<file path="config.mk">
export PLATFORM = sky130hd
export DESIGN_NAME = mem_access_unit
export DESIGN_NICKNAME = d
export VERILOG_FILES = /design/src/rtl/mem_access_unit.sv
export SDC_FILE = /design/constraint.sdc
export NUM_CORES = 1
export LEC_CHECK = 0
export ABC_AREA = 1
export ABC_CLOCK_PERIOD_IN_PS = 6000
export BUFFER_PORTS_ARGS = -buffer_cell sky130_fd_sc_hd__buf_2
export CAP_MARGIN = 20
export CORE_AREA = 2 2 124 126
export DETAILED_ROUTE_END_ITERATION = 7
export DIE_AREA = 0 0 126 128
export GPL_TIMING_DRIVEN = 0
export PLACE_DENSITY = 0.86
export SETUP_SLACK_MARGIN = 0.05
export SLEW_MARGIN = 20
export SYNTH_ARGS = -nofsm -noshare
export SYNTH_HDL_FRONTEND = slang
export SYNTH_SLANG_ARGS = --single-unit
</file>
<file path="constraint.sdc">
create_clock -name clock -period 6 [get_ports clock]
set_clock_uncertainty 0.1 [all_clocks]
set_input_delay 1.2 -clock clock [delete_from_list [all_inputs] [get_ports clock]]
set_output_delay 1.2 -clock clock [all_outputs]
set_load 0.01 [all_outputs]
</file>
<file path="src/rtl/mem_access_unit.sv">
// mem_access_unit: byte-addressed load/store initiator in front of a word-wide
// data memory with a combinational read port and a single write strobe.
// Sub-word stores are done as read-modify-write (ACCESS reads, WRITE writes).
//
// Handshake: a request transfers on a rising clock edge where req_valid and
// req_ready are both high. req_ready is high only in IDLE. While busy, req_valid
// and all request fields are ignored and may change freely. resp_valid is a
// one-cycle pulse with no backpressure; resp_rdata/resp_error are meaningful
// only in that cycle and read as 0 otherwise.
module mem_access_unit #(
  parameter int ADDR_WIDTH = 32,
  parameter int DATA_WIDTH = 32
) (
  input  logic                  clock,
  input  logic                  reset,
  input  logic                  req_valid,
  output logic                  req_ready,
  input  logic                  req_write,
  input  logic [1:0]            req_size,
  input  logic                  req_signed,
  input  logic [ADDR_WIDTH-1:0] req_addr,
  input  logic [DATA_WIDTH-1:0] req_wdata,
  output logic                  resp_valid,
  output logic [DATA_WIDTH-1:0] resp_rdata,
  output logic                  resp_error,
  output logic [ADDR_WIDTH-1:0] mem_address,
  output logic [DATA_WIDTH-1:0] mem_write_data,
  output logic                  mem_write_enable,
  input  logic [DATA_WIDTH-1:0] mem_read_data,
  output logic [1:0]            dbg_state
);

  typedef enum logic [1:0] {
    ST_IDLE   = 2'd0,
    ST_ACCESS = 2'd1,
    ST_WRITE  = 2'd2,
    ST_RESP   = 2'd3
  } state_t;

  localparam logic [1:0] SZ_BYTE = 2'b00;
  localparam logic [1:0] SZ_HALF = 2'b01;
  localparam logic [1:0] SZ_WORD = 2'b10;

  state_t                  r_state;
  state_t                  w_next_state;
  logic                    r_write;
  logic [1:0]              r_size;
  logic                    r_signed;
  logic [ADDR_WIDTH-1:0]   r_addr;
  logic [DATA_WIDTH-1:0]   r_wdata;
  logic [DATA_WIDTH-1:0]   r_rdata;
  logic [DATA_WIDTH-1:0]   r_merged;
  logic                    r_error;

  logic                    w_req_illegal;
  logic [7:0]              w_byte;
  logic [15:0]             w_half;
  logic [DATA_WIDTH-1:0]   w_load_data;
  logic [DATA_WIDTH-1:0]   w_merged;

  assign dbg_state   = r_state;
  // Word index; upper address bits pass through, memory applies its own wrap.
  assign mem_address = {2'b00, r_addr[ADDR_WIDTH-1:2]};
  assign resp_rdata  = (r_state == ST_RESP) ? r_rdata : '0;
  assign resp_error  = (r_state == ST_RESP) ? r_error : 1'b0;

  // Illegal = size 11, or a half/word that is not naturally aligned.
  always_comb begin
    w_req_illegal = 1'b0;
    case (req_size)
      SZ_HALF: w_req_illegal = req_addr[0];
      SZ_WORD: w_req_illegal = (req_addr[1:0] != 2'b00);
      SZ_BYTE: w_req_illegal = 1'b0;
      default: w_req_illegal = 1'b1;
    endcase
  end

  // Little-endian lane extraction and sign/zero extension of load data.
  always_comb begin
    w_byte      = 8'h00;
    w_half      = 16'h0000;
    w_load_data = mem_read_data;
    case (r_addr[1:0])
      2'd0:    w_byte = mem_read_data[7:0];
      2'd1:    w_byte = mem_read_data[15:8];
      2'd2:    w_byte = mem_read_data[23:16];
      default: w_byte = mem_read_data[31:24];
    endcase
    w_half = r_addr[1] ? mem_read_data[31:16] : mem_read_data[15:0];
    case (r_size)
      SZ_BYTE: w_load_data = {{24{r_signed & w_byte[7]}}, w_byte};
      SZ_HALF: w_load_data = {{16{r_signed & w_half[15]}}, w_half};
      default: w_load_data = mem_read_data;
    endcase
  end

  // Merge the store lane into the current memory word for sub-word stores.
  always_comb begin
    w_merged = mem_read_data;
    if (r_size == SZ_BYTE) begin
      case (r_addr[1:0])
        2'd0:    w_merged[7:0]   = r_wdata[7:0];
        2'd1:    w_merged[15:8]  = r_wdata[7:0];
        2'd2:    w_merged[23:16] = r_wdata[7:0];
        default: w_merged[31:24] = r_wdata[7:0];
      endcase
    end else begin
      if (r_addr[1]) w_merged[31:16] = r_wdata[15:0];
      else           w_merged[15:0]  = r_wdata[15:0];
    end
  end

  // State register; reset abandons any in-flight access immediately.
  always_ff @(posedge clock or posedge reset) begin
    if (reset) r_state <= ST_IDLE;
    else       r_state <= w_next_state;
  end

  // Next state and state-decoded handshake / memory strobes.
  always_comb begin
    w_next_state     = r_state;
    req_ready        = 1'b0;
    resp_valid       = 1'b0;
    mem_write_enable = 1'b0;
    mem_write_data   = '0;
    case (r_state)
      ST_IDLE: begin
        req_ready = 1'b1;
        if (req_valid) w_next_state = w_req_illegal ? ST_RESP : ST_ACCESS;
      end
      ST_ACCESS: begin
        if (!r_write) begin
          w_next_state = ST_RESP;
        end else if (r_size == SZ_WORD) begin
          mem_write_enable = 1'b1;
          mem_write_data   = r_wdata;
          w_next_state     = ST_RESP;
        end else begin
          w_next_state = ST_WRITE;
        end
      end
      ST_WRITE: begin
        mem_write_enable = 1'b1;
        mem_write_data   = r_merged;
        w_next_state     = ST_RESP;
      end
      default: begin
        resp_valid   = 1'b1;
        w_next_state = ST_IDLE;
      end
    endcase
  end

  // Request capture on handshake, load data capture and RMW merge in ACCESS.
  always_ff @(posedge clock or posedge reset) begin
    if (reset) begin
      r_write  <= 1'b0;
      r_size   <= 2'b00;
      r_signed <= 1'b0;
      r_addr   <= '0;
      r_wdata  <= '0;
      r_rdata  <= '0;
      r_merged <= '0;
      r_error  <= 1'b0;
    end else begin
      if (r_state == ST_IDLE && req_valid) begin
        r_write  <= req_write;
        r_size   <= req_size;
        r_signed <= req_signed;
        r_addr   <= req_addr;
        r_wdata  <= req_wdata;
        r_error  <= w_req_illegal;
        r_rdata  <= '0;
      end
      if (r_state == ST_ACCESS) begin
        if (!r_write) r_rdata <= w_load_data;
        r_merged <= w_merged;
      end
    end
  end

endmodule
</file>
==> flow_results.org <==
** Timing
- Relative slew margins :: 0.600
- Setup-failing EPs final :: 0
- Fmax achieved :: 266 MHz
- Dividing the final minimum period by the clock period gives 0.628.
- Final Max Tran Viols :: 0
- Worst Tran Pin Value :: 594 ps
- Across all hold checks on the routed design, the worst slack comes to around 400 ps.
- Minimum clock period after layout :: 3770 ps
- The final hold violation count is 0.
- RSZ-0062 raised after global routing :: false

** Worst setup path
- Across all register-to-register paths, the minimum setup slack is 3690 ps.
- Data on the critical path is required at its endpoint by 4700 ps.
- Largest fanout on the critical path :: 10
- Critical register-to-register path startpoint :: dbg_state[0]$_DFFE_PP0P_
- Startpoint of the worst setup timing path :: dbg_state[0]$_DFFE_PP0P_
- Worst Path Class, Setup :: reg2out
- STA classifies the critical path endpoint as an output pin.
- WP data arrival :: 2470 ps
- The worst setup path is launched from a register.

** Power
- Total leakage power :: a little over 5 nW
- Across the VDD grid, the largest voltage drop is about 0.25 mV.
- For this design the ratio of total power to cell area is between 500 and 600 nW/um^2.
- Power comes to approximately 0.0053 W.

** Synthesis
- Counting flops with an async set or reset pin after synthesis yields a share of 1.00.
- Fraction of the yosys area taken by sequential cells :: 0.439
- In this run the cell area of the synthesized design comes to 7690 um^2.
- Synth Flop Type :: dfrtp_1
- Synthesized netlist cell count :: 994
- During synthesis, Yosys emitted a total of 0 warnings.
- The biggest area contributor in the post-synthesis netlist is dfrtp_1.
- Number of flip-flops and latches in the synthesized netlist :: 135
- Yosys attributes the largest share of cell area to dfrtp_1 (44%), nand2_1 (12%), a21oi_1 (8.0%).
- Number of enable-type register cells in the synthesized netlist :: 0
- After synthesis, the netlist uses 27 different library cells.
- A synthesized cell averages 7.73 um^2.
- Of the post-synthesis cell area, the dominant cell type holds 0.439.

** Clock tree
- Maximum level of the CTS H-tree :: 4
- Buffers inserted during clock tree synthesis total 17.
- Worst skew pair latency :: 420 ps
- Longest Clk Path Bufs :: 2
- Count of hold-fix buffers inserted at cts :: 0
- The number of gates resized after CTS was 0.
- Counting every sink on the clock net gives 135.
- Clock tree from TritonCTS :: done
- Clock root buffer :: clkbuf_16
- After clock tree synthesis, the clock-pin slew on the worst setup and hold paths is 60 ps.
- Setup Fix Bufs, Post-CTS :: 0

** Worst hold path
- The startpoint identified for the worst hold timing path is r_error$_DFFE_PP0P_.
- The min-delay analysis places its worst path in the category reg2reg.

** Routing
- After detailed routing, the number of remaining DRC violations is 0.
- After the first detailed-routing iteration, the DRC count stood at 784.
- Routed via count divided by cell count :: ~5.6
- First-pass DRT Iterations :: 5
- Antenna-violating nets left :: 0
- Total via count after detailed routing :: approximately 7900
- Sum of routed wire length over all layers :: 24400 um
- Average routed wire per standard cell :: 17.2 um

** Global route
- For this run the aggregate overflow at the end of global routing stands at 0.
- Wire length of the first global-routing pass :: 37700 um
- Entering global routing, the biggest net connects 97 pins.
- The initial antenna violation count came to 0.
- The via count of the first global-routing pass came to 7288.
- For this run, the total global-route usage over all layers was measured as 0.303.

** Die
- In this run the core area contains between 40 and 50 standard-cell rows.
- Y dimension of the die :: 128 um
- For this configuration, the core starts out at a cell density of 0.517.
- Top-level port count :: 205
- The die covers 16100 um^2.
- The region available for standard cell placement spans 14900 um^2.
- From left edge to right edge, the die measures 126 um.

** Place
- Input and output buffers added on the ports amount to between 200 and 250.
- Final GP Congestion :: a little over 0.9
- Dpl hpwl :: 18600 um

** Final layout
- Commonest non-fill, non-tap cell in the layout :: nand2_1
- N_diodes :: 0
- Fraction of final layout cells sized beyond drive strength 1 :: 0.287
- For this run, the post-layout net count is 1325.
- Highest-count cells in the layout ignoring fill and taps :: nand2_1 (243), buf_2 (225), dfrtp_1 (135)
- Synthesis-to-finish area growth :: 24.4%

** Job
- Count of maximum capacitance violations :: 0

** Outcome
- The run finished with clean final reports.
-- area by class of cell --
class / count / area [um^2]
Clock inverter: 11 / 123
Clock buffer: 21 / 470
Buffer: 101 / 569
Tap cell: 188 / 235
Inverter: 102 / 390
Sequential cell: 135 / 3380
Timing Repair Buffer: 203 / 1040
Fill cell: 1296 / 5300
Multi-Input combinational cell: 657 / 3360
-- cells in the mapped netlist, types with 2 or more instances --
cell type,number
nand2_1,243
dfrtp_1,135
a21oi_1,123
inv_1,98
o21ai_0,78
nor2_1,53
mux2_2,47
nand3_1,45
a31oi_1,39
clkbuf_1,34
buf_4,33
buf_2,23
o211ai_1,7
buf_1,6
buf_6,5
ha_1,5
nor2_4,4
o21ai_1,4
inv_2,3
nand3_2,2
-- sequential cells by signal, summed over array words and instances (netlist names) --
| signal | cells |
|---|---|
| r_merged | 32 |
| r_error | 1 |
| r_signed | 1 |
| r_size | 2 |
| r_addr | 32 |
| dbg_state | 2 |
| r_write | 1 |
| r_rdata | 32 |
| r_wdata | 32 |
-- metal layers --
metal	track usage	vias up	wire, um
met1	0.399	3623	9650
met3	0.0639	100	2390
met5	0	-	0
met2	0.469	494	11100
li1	-	3669	-
met4	0.168	0	1340
-- worst paths after layout --
| kind | to | cells after the start |
|---|---|---|
| min in group asynchronous | r_rdata[18]$_DFF_PP0_ | 2 |
| max in group asynchronous | r_merged[19]$_DFFE_PP0P_ | 3 |
| hold / removal | r_error$_DFFE_PP0P_ | 2 |
| setup / recovery | mem_write_data[8] | 7 |
| hold reg to reg | r_error$_DFFE_PP0P_ | 2 |
| setup reg to reg | r_addr[1]$_DFFE_PP0P_ | 7 |
-- through the flow --
stage	setup TNS, ps	cell area, um^2	setup WS (ps)	cells	util
after global placement	-49030	8940	-373	1385	0.601
after floorplan	0	7690	1090	995	-
after CTS	0	9570	2240	1418	0.644
final	0	9570	2230	1418	0.644
after detailed placement	0	8970	2720	1386	0.604
after global routing	0	9570	2070	1418	0.644
-- power breakdown --
group          switching (W)  total [W]  internal (W)
clock network       0.000396    0.00104      0.000644
logic                0.00164    0.00269       0.00106
registers           0.000292    0.00161       0.00132
-- cell families (layout without fill, tap and decap cells) --
logic type	after synthesis	in the layout	synth area share
AO/OA/AOI/OAI	254	254	0.175
adder cells (fa/ha/maj)	5	5	0.00814
buffers and inverters	203	438	0.124
flip-flops	135	135	0.439
multiplexers	47	47	0.0688
other	1	2	0.000488
AND/OR/NAND/NOR	349	349	0.184
-- critical path, stage by stage, from the launching register on --
cell	delay [ps]
dfrtp_1	460
inv_1	120
ha_1	150
clkbuf_1	310
clkbuf_1	460
nand2_1	110
a21oi_1	250
buf_2	180
Power figures use the tool's default switching activity.
